### src/rtl/ps2_kbd_pkg.sv
// Shared definitions for the PS/2 keyboard to UART bridge: prefix FSM states,
// scancode and ASCII constants, and the Set-2 to ASCII lookup.
package ps2_kbd_pkg;

  typedef enum logic [1:0] {
    ST_IDLE    = 2'd0,
    ST_EXT     = 2'd1,
    ST_BRK     = 2'd2,
    ST_EXT_BRK = 2'd3
  } kbd_state_t;

  localparam logic [7:0] SC_EXT    = 8'hE0;
  localparam logic [7:0] SC_BRK    = 8'hF0;
  localparam logic [7:0] SC_LSHIFT = 8'h12;
  localparam logic [7:0] SC_RSHIFT = 8'h59;
  localparam logic [7:0] SC_CAPS   = 8'h58;

  localparam logic [7:0] ASCII_CR = 8'h0D;
  localparam logic [7:0] ASCII_BS = 8'h08;
  localparam logic [7:0] ASCII_SP = 8'h20;

  // Returns {valid, ascii}; valid=0 means the code produces no output.
  function automatic logic [8:0] sc_to_ascii(input logic [7:0] sc,
                                             input logic shift,
                                             input logic caps);
    logic [7:0] lower;
    logic [7:0] plain;
    logic [7:0] shifted;
    logic [8:0] result;
    lower   = 8'h00;
    plain   = 8'h00;
    shifted = 8'h00;
    result  = 9'h000;
    case (sc)
      8'h1C: lower = "a";  8'h32: lower = "b";  8'h21: lower = "c";
      8'h23: lower = "d";  8'h24: lower = "e";  8'h2B: lower = "f";
      8'h34: lower = "g";  8'h33: lower = "h";  8'h43: lower = "i";
      8'h3B: lower = "j";  8'h42: lower = "k";  8'h4B: lower = "l";
      8'h3A: lower = "m";  8'h31: lower = "n";  8'h44: lower = "o";
      8'h4D: lower = "p";  8'h15: lower = "q";  8'h2D: lower = "r";
      8'h1B: lower = "s";  8'h2C: lower = "t";  8'h3C: lower = "u";
      8'h2A: lower = "v";  8'h1D: lower = "w";  8'h22: lower = "x";
      8'h35: lower = "y";  8'h1A: lower = "z";
      default: ;
    endcase
    case (sc)
      8'h45: begin plain = "0"; shifted = ")"; end
      8'h16: begin plain = "1"; shifted = "!"; end
      8'h1E: begin plain = "2"; shifted = "@"; end
      8'h26: begin plain = "3"; shifted = "#"; end
      8'h25: begin plain = "4"; shifted = "$"; end
      8'h2E: begin plain = "5"; shifted = "%"; end
      8'h36: begin plain = "6"; shifted = "^"; end
      8'h3D: begin plain = "7"; shifted = "&"; end
      8'h3E: begin plain = "8"; shifted = "*"; end
      8'h46: begin plain = "9"; shifted = "("; end
      default: ;
    endcase
    if (lower != 8'h00) begin
      result = {1'b1, (shift ^ caps) ? (lower - 8'h20) : lower};
    end else if (plain != 8'h00) begin
      result = {1'b1, shift ? shifted : plain};
    end else begin
      case (sc)
        8'h29:   result = {1'b1, ASCII_SP};
        8'h5A:   result = {1'b1, ASCII_CR};
        8'h66:   result = {1'b1, ASCII_BS};
        default: result = 9'h000;
      endcase
    end
    return result;
  endfunction

endpackage

### src/rtl/ps2_key_to_uart_fifo.sv
// Small first-word-fall-through byte queue. Pointers carry one extra wrap bit
// so full and empty fall out of a plain subtraction.
module byte_fifo #(
  parameter int DEPTH = 4
) (
  input  logic       clk,
  input  logic       reset,
  input  logic       i_push,
  input  logic [7:0] i_data,
  input  logic       i_pop,
  output logic [7:0] o_head,
  output logic       o_full,
  output logic       o_empty
);
  localparam int AW = $clog2(DEPTH);

  logic [7:0]  r_mem [DEPTH];
  logic [AW:0] r_wr;
  logic [AW:0] r_rd;
  logic [AW:0] w_count;
  logic        w_wr_en;
  logic        w_rd_en;

  assign w_count = r_wr - r_rd;
  assign o_full  = (w_count == (AW+1)'(DEPTH));
  assign o_empty = (w_count == '0);
  assign w_rd_en = i_pop && !o_empty;
  // A full queue still accepts a byte when the head leaves in the same cycle.
  assign w_wr_en = i_push && (!o_full || w_rd_en);
  assign o_head  = r_mem[r_rd[AW-1:0]];

  // Pointer update; reset discards queued contents.
  always_ff @(posedge clk) begin
    if (reset) begin
      r_wr <= '0;
      r_rd <= '0;
    end else begin
      if (w_wr_en) r_wr <= r_wr + 1'b1;
      if (w_rd_en) r_rd <= r_rd + 1'b1;
    end
  end

  // Storage write; contents are don't-care until a pointer covers them.
  always_ff @(posedge clk) begin
    if (w_wr_en) r_mem[r_wr[AW-1:0]] <= i_data;
  end

endmodule

### src/rtl/ps2_key_to_uart.sv
// PS/2 Set-2 scancode stream to paced ASCII bytes for a UART without busy.
//
// state   | meaning
// IDLE    | no prefix pending; next byte is a make code
// EXT     | E0 seen; next byte is an extended make (ignored)
// BRK     | F0 seen; next byte is a key release
// EXT_BRK | E0 F0 seen; next byte is an extended release (ignored)
module ps2_key_to_uart #(
  parameter int FIFO_DEPTH = 4,
  parameter int GAP_CYCLES = 110000
) (
  input  logic       clk,
  input  logic       reset,
  input  logic [7:0] scancode,
  input  logic       new_code,
  output logic [7:0] send_data,
  output logic       en_send,
  output logic       shift_on,
  output logic       caps_on,
  output logic       overflow
);
  import ps2_kbd_pkg::*;

  localparam int GW = ($clog2(GAP_CYCLES) < 1) ? 1 : $clog2(GAP_CYCLES);
  localparam logic [GW-1:0] GAP_LOAD = GW'(GAP_CYCLES - 1);

  kbd_state_t    r_state;
  kbd_state_t    w_state_next;
  logic          w_is_make;
  logic          w_is_break;
  logic          r_lshift;
  logic          r_rshift;
  logic          r_caps;
  logic [8:0]    w_lut;
  logic          r_push;
  logic [7:0]    r_push_data;
  logic          w_fifo_full;
  logic          w_fifo_empty;
  logic [7:0]    w_head;
  logic          w_pop;
  logic [GW-1:0] r_gap;
  logic [7:0]    r_send_data;
  logic          r_overflow;

  // Prefix state register.
  always_ff @(posedge clk) begin
    if (reset) r_state <= ST_IDLE;
    else       r_state <= w_state_next;
  end

  // Prefix decode: a fresh E0/F0 always restarts the sequence.
  always_comb begin
    w_state_next = r_state;
    w_is_make    = 1'b0;
    w_is_break   = 1'b0;
    if (new_code) begin
      if (scancode == SC_EXT) begin
        w_state_next = ST_EXT;
      end else if (scancode == SC_BRK) begin
        w_state_next = (r_state == ST_EXT) ? ST_EXT_BRK : ST_BRK;
      end else begin
        w_state_next = ST_IDLE;
        case (r_state)
          ST_IDLE: w_is_make  = 1'b1;
          ST_BRK:  w_is_break = 1'b1;
          default: ;
        endcase
      end
    end
  end

  assign shift_on = r_lshift | r_rshift;
  assign caps_on  = r_caps;

  // Modifier tracking; each shift key owns its own flag.
  always_ff @(posedge clk) begin
    if (reset) begin
      r_lshift <= 1'b0;
      r_rshift <= 1'b0;
      r_caps   <= 1'b0;
    end else if (w_is_make) begin
      if (scancode == SC_LSHIFT) r_lshift <= 1'b1;
      if (scancode == SC_RSHIFT) r_rshift <= 1'b1;
      if (scancode == SC_CAPS)   r_caps   <= ~r_caps;
    end else if (w_is_break) begin
      if (scancode == SC_LSHIFT) r_lshift <= 1'b0;
      if (scancode == SC_RSHIFT) r_rshift <= 1'b0;
    end
  end

  // Lookup uses the modifier state before this byte takes effect.
  assign w_lut = sc_to_ascii(scancode, shift_on, r_caps);

  // Register the translated byte; it enters the queue next cycle.
  always_ff @(posedge clk) begin
    if (reset) begin
      r_push      <= 1'b0;
      r_push_data <= 8'h00;
    end else begin
      r_push      <= w_is_make && w_lut[8];
      r_push_data <= w_lut[7:0];
    end
  end

  byte_fifo #(.DEPTH(FIFO_DEPTH)) u_fifo (
    .clk     (clk),
    .reset   (reset),
    .i_push  (r_push),
    .i_data  (r_push_data),
    .i_pop   (w_pop),
    .o_head  (w_head),
    .o_full  (w_fifo_full),
    .o_empty (w_fifo_empty)
  );

  // The send strobe is the pop itself, so send_data shows the head during
  // the pulse and the captured copy afterwards.
  assign w_pop     = !reset && !w_fifo_empty && (r_gap == '0);
  assign en_send   = w_pop;
  assign send_data = w_pop ? w_head : r_send_data;
  assign overflow  = r_overflow;

  // Pacing counter and held output byte.
  always_ff @(posedge clk) begin
    if (reset) begin
      r_gap       <= '0;
      r_send_data <= 8'h00;
    end else if (w_pop) begin
      r_gap       <= GAP_LOAD;
      r_send_data <= w_head;
    end else if (r_gap != '0) begin
      r_gap       <= r_gap - GW'(1);
    end
  end

  // Sticky drop flag: push while full and nothing leaving.
  always_ff @(posedge clk) begin
    if (reset)                                  r_overflow <= 1'b0;
    else if (r_push && w_fifo_full && !w_pop)   r_overflow <= 1'b1;
  end

endmodule

### config.mk
export PLATFORM = sky130hd
export DESIGN_NAME = ps2_key_to_uart
export DESIGN_NICKNAME = d
export VERILOG_FILES = /design/src/rtl/ps2_kbd_pkg.sv /design/src/rtl/ps2_key_to_uart_fifo.sv /design/src/rtl/ps2_key_to_uart.sv
export SDC_FILE = /design/constraint.sdc
export NUM_CORES = 1
export LEC_CHECK = 0
export BUFFER_PORTS_ARGS = -buffer_cell sky130_fd_sc_hd__buf_2
export CAP_MARGIN = 20
export CORE_MARGIN = 5
export CORE_UTILIZATION = 28
export CTS_BUF_LIST = sky130_fd_sc_hd__clkbuf_16
export DETAILED_ROUTE_END_ITERATION = 7
export PLACE_DENSITY_LB_ADDON = 0.05
export SETUP_SLACK_MARGIN = 0.15
export SYNTH_ARGS = -nofsm -noshare
export SYNTH_HDL_FRONTEND = slang
export SYNTH_SLANG_ARGS = --single-unit
### constraint.sdc
create_clock -name clk -period 2.3 [get_ports clk]
set_clock_uncertainty 0.1 [all_clocks]
set_input_delay 0.115 -clock clk [delete_from_list [all_inputs] [get_ports clk]]
set_output_delay 0.115 -clock clk [all_outputs]
set_load 0.005 [all_outputs]
==> results.md <==
- Clock sink total: 80
- CTS tree: yes
- Internal Dissipation: roughly 3100 uW
- Sequential share of power: 38.1%
- Mean post-synth cell area: 9.92 um^2
- Core Area: around 15000 um^2
- Synth cell types: 61
- IO Count: 23
- Cell depth of the worst hold path: 4
- Pin count of the biggest net entering global routing: 25
- Unrepaired setup endpoints after global routing: yes
- Global route overflow: 0
- Switching power: approximately 1400 uW
- Reg2Reg Setup Slack: -0.01 ns
- Fin worst setup slack: -0.171 ns
- Violated checks: setup timing
- R2R depth: 9
- # rows: 44
- Die area: about 17000 um^2
- Startpoint Class: flip-flop
- Cell Count Post-Placement: 650
- Die Span Y: roughly 130 um
- Peak Freq: 405 MHz
- Hold WS: 0.106 ns
- Worst Hold Endpoint: caps_on
- Final min period: roughly 2.5 ns
- Post-synth top area share: 23.1%
- Cell taking the most area after synthesis: dfxtp_1
- Share of cells above drive strength 1: 28.8%
- Worst-path clk slew: 0.06 ns
- Final Util: 36.5%
- Final Cycle Share: 107%
- Post-Syn Nets: 441
- Drt first-iter violations: between 200 and 250
- GRT Total Usage: 12.8%
- Wire per inst: 16.2 um
- Vias in the first global route: 3330
- RR Startpoint: r_gap[12]
- Final TNS setup: -1.47 ns
- Finished Layout Cells: 674
- Number of nets in the layout: 506
- Hpwl dp: 8.00 mm
- Critical path class: flip-flop to primary output
- Comb power frac: 31.1%
- Synth Instances: 420
- Ant diodes: 0
- First-pass GRT wire length: 17.7 mm
- Area grow syn2layout: 27.9%
- Pwr Density: 851 nW/um^2
- Critical Path RT: 2.09 ns
- Clock buffer count from CTS: 9
- Main area contributors after synthesis: dfxtp_1 23%, edfxtp_1 23%, mux4_2 4.3%, nor2_1 3.4%, ha_1 3.0%
- Number of max-cap violations: 0
- Port bufs: 22
- Hold Crit Start: scancode[0]
- Yosys warnings: 0
- Clk_lat worst skew: 0.33 ns
- Clk pwr share: a little under a third
- CTS H-tree depth: 3
- Min-Delay Path Class: input pin to flip-flop
- Flops & latches, synth: 80
- EDFF count, synth: 32
- Sw Share: 31.3%
- Register area share after synthesis: 46.1%
- CP max FO: 9
- Async SR Flop Fraction: 0%
- Final WL: 10.9 mm
- Gpl congestion: 0.836
- CP Capture Type: primary output
- Ys flop type: dfxtp_1
- Vias: around 3400
- Final Setup Violations: 11
- Lkg Pwr: 0.00202 uW
- Via/cell ratio: 5.02
- Slew Limit Fails: 0
- Die X: 132 um
- CTS root buffer: clkbuf_16
- Routed Antenna Nets: 0
- Mapped Area: 4170 um^2
- Worst r2r dst: r_gap[7]
- Remaining DRCs: 0
- Initial Utilization: 28.6%
- Run status: finished with violations
- DRT Pass-1 Iters: 4
- Final hold viol count: 0
- CP Data Arrival Time: 2.26 ns
- Clock buffer depth: 2
- Peak supply drop: 383 uV
- Antenna violations before repair: 0
-- critical path, cell delays in order (launching register included) --
cell and delay [ns]:
dfxtp_2 0.32, or4_4 0.55, nand4b_4 0.22, nor4_4 0.21, buf_12 0.18, mux2_4 0.31
buf_6 0.12
-- synth_stat cells (4+ instances only) --
master / number
inv_1: 15
and3_1: 8
nor2_1: 38
nand2b_1: 9
mux4_2: 8
nor4_1: 8
mux2i_1: 4
nor3_1: 11
nand3_1: 15
ha_1: 10
edfxtp_1: 32
and2_1: 15
nand2_1: 29
clkbuf_1: 21
a31oi_1: 7
o22ai_1: 4
buf_1: 4
nor2b_1: 8
a21oi_1: 20
o21ai_0: 16
xnor2_1: 10
a211oi_1: 9
dfxtp_1: 48
mux2_2: 9
-- worst max-delay path by stage --
stage	from	to	slack (ns)	cells past startpoint
6_report	r_gap[12]	send_data[0]	-0.17	6
5_1_grt	r_gap[12]	send_data[7]	-0.29	6
4_1_cts	r_gap[12]	send_data[0]	-0.24	6
3_5_place_dp	scancode[4]	r_push_data[6]	-0.20	9
3_3_place_gp	scancode[4]	r_push_data[6]	-0.19	9
2_1_floorplan	r_gap[9]	r_send_data[0]	-0.008	5
-- state kept, by name (all words and copies together), names as in the netlist, 2 cells and up, named ones only --
register and count:
u_fifo.r_mem 32, r_gap 17, r_push_data 8, r_send_data 8, u_fifo.r_rd 3, u_fifo.r_wr 3
r_state 2
-- power groups by stage --
stage	Clock (uW)	Combinational (uW)	Sequential [uW]
2_1_floorplan	0	848	1730
3_3_place_gp	0	1270	1750
3_5_place_dp	0	1280	1750
4_1_cts	1470	1330	1720
5_1_grt	1520	1570	1740
6_report	1400	1410	1730
-- stage by stage --
stage,area (um^2),power (uW),setup WS (ns)
after global routing,5330,4840,-0.288
after detailed placement,4850,3030,-0.201
after global placement,4850,3030,-0.189
final,5330,4530,-0.171
after floorplan,4220,2580,-0.00794
after CTS,5220,4520,-0.237
-- kinds of logic after synthesis --
logic type	count (synthesis)	synth area share (%)
AOI/OAI and AO/OA	88	14.1
xor gates and xnor gates	11	2.31
adders and majority gates	10	3.00
buffers and inverters	40	3.60
DFF	80	46.1
muxes	21	7.72
other	1	0.0900
and+or+nand+nor	169	23.0
-- area by class of cell --
type                            count  area, um^2
Clock buffer                        9         225
Fill cell                        1470        9260
Sequential cell                    80        1930
Tap cell                          184         230
Inverter                           15        56.3
Timing Repair Buffer               79         617
Clock inverter                      7        65.1
Multi-Input combinational cell    300        2210
-- what timing repair did --
| item | 4_1_cts | 5_1_grt |
|---|---|---|
| hold endpoints to repair | 3 | 0 |
| setup endpoints to repair | 56 | 71 |
| buffers inserted | 5 | 1 |
| gates resized for setup | 10 | 22 |
| hold buffers | 2 | 0 |
| gates cloned | 0 | 0 |
| pin swaps | 3 | 3 |
-- cells in the final DEF (no fill, tap or decap), types with 10 or more instances in the layout --
cell	instances
buf_4	51
dfxtp_1	45
nor2_1	35
edfxtp_1	32
nand2_1	26
a21oi_1	20
inv_1	15
nand3_1	15
o21ai_0	15
buf_2	14
nor3_1	11
and2_1	11
buf_6	11
ha_1	10
-- layer usage --
layer	global-route usage (%)	wire [um]	vias up
met5	0	0	-
met4	3.43	144	0
met3	3.24	458	12
met2	20.0	4960	61
met1	17.6	5340	1616
li1	-	-	1692
Power figures use the tool's default switching activity.
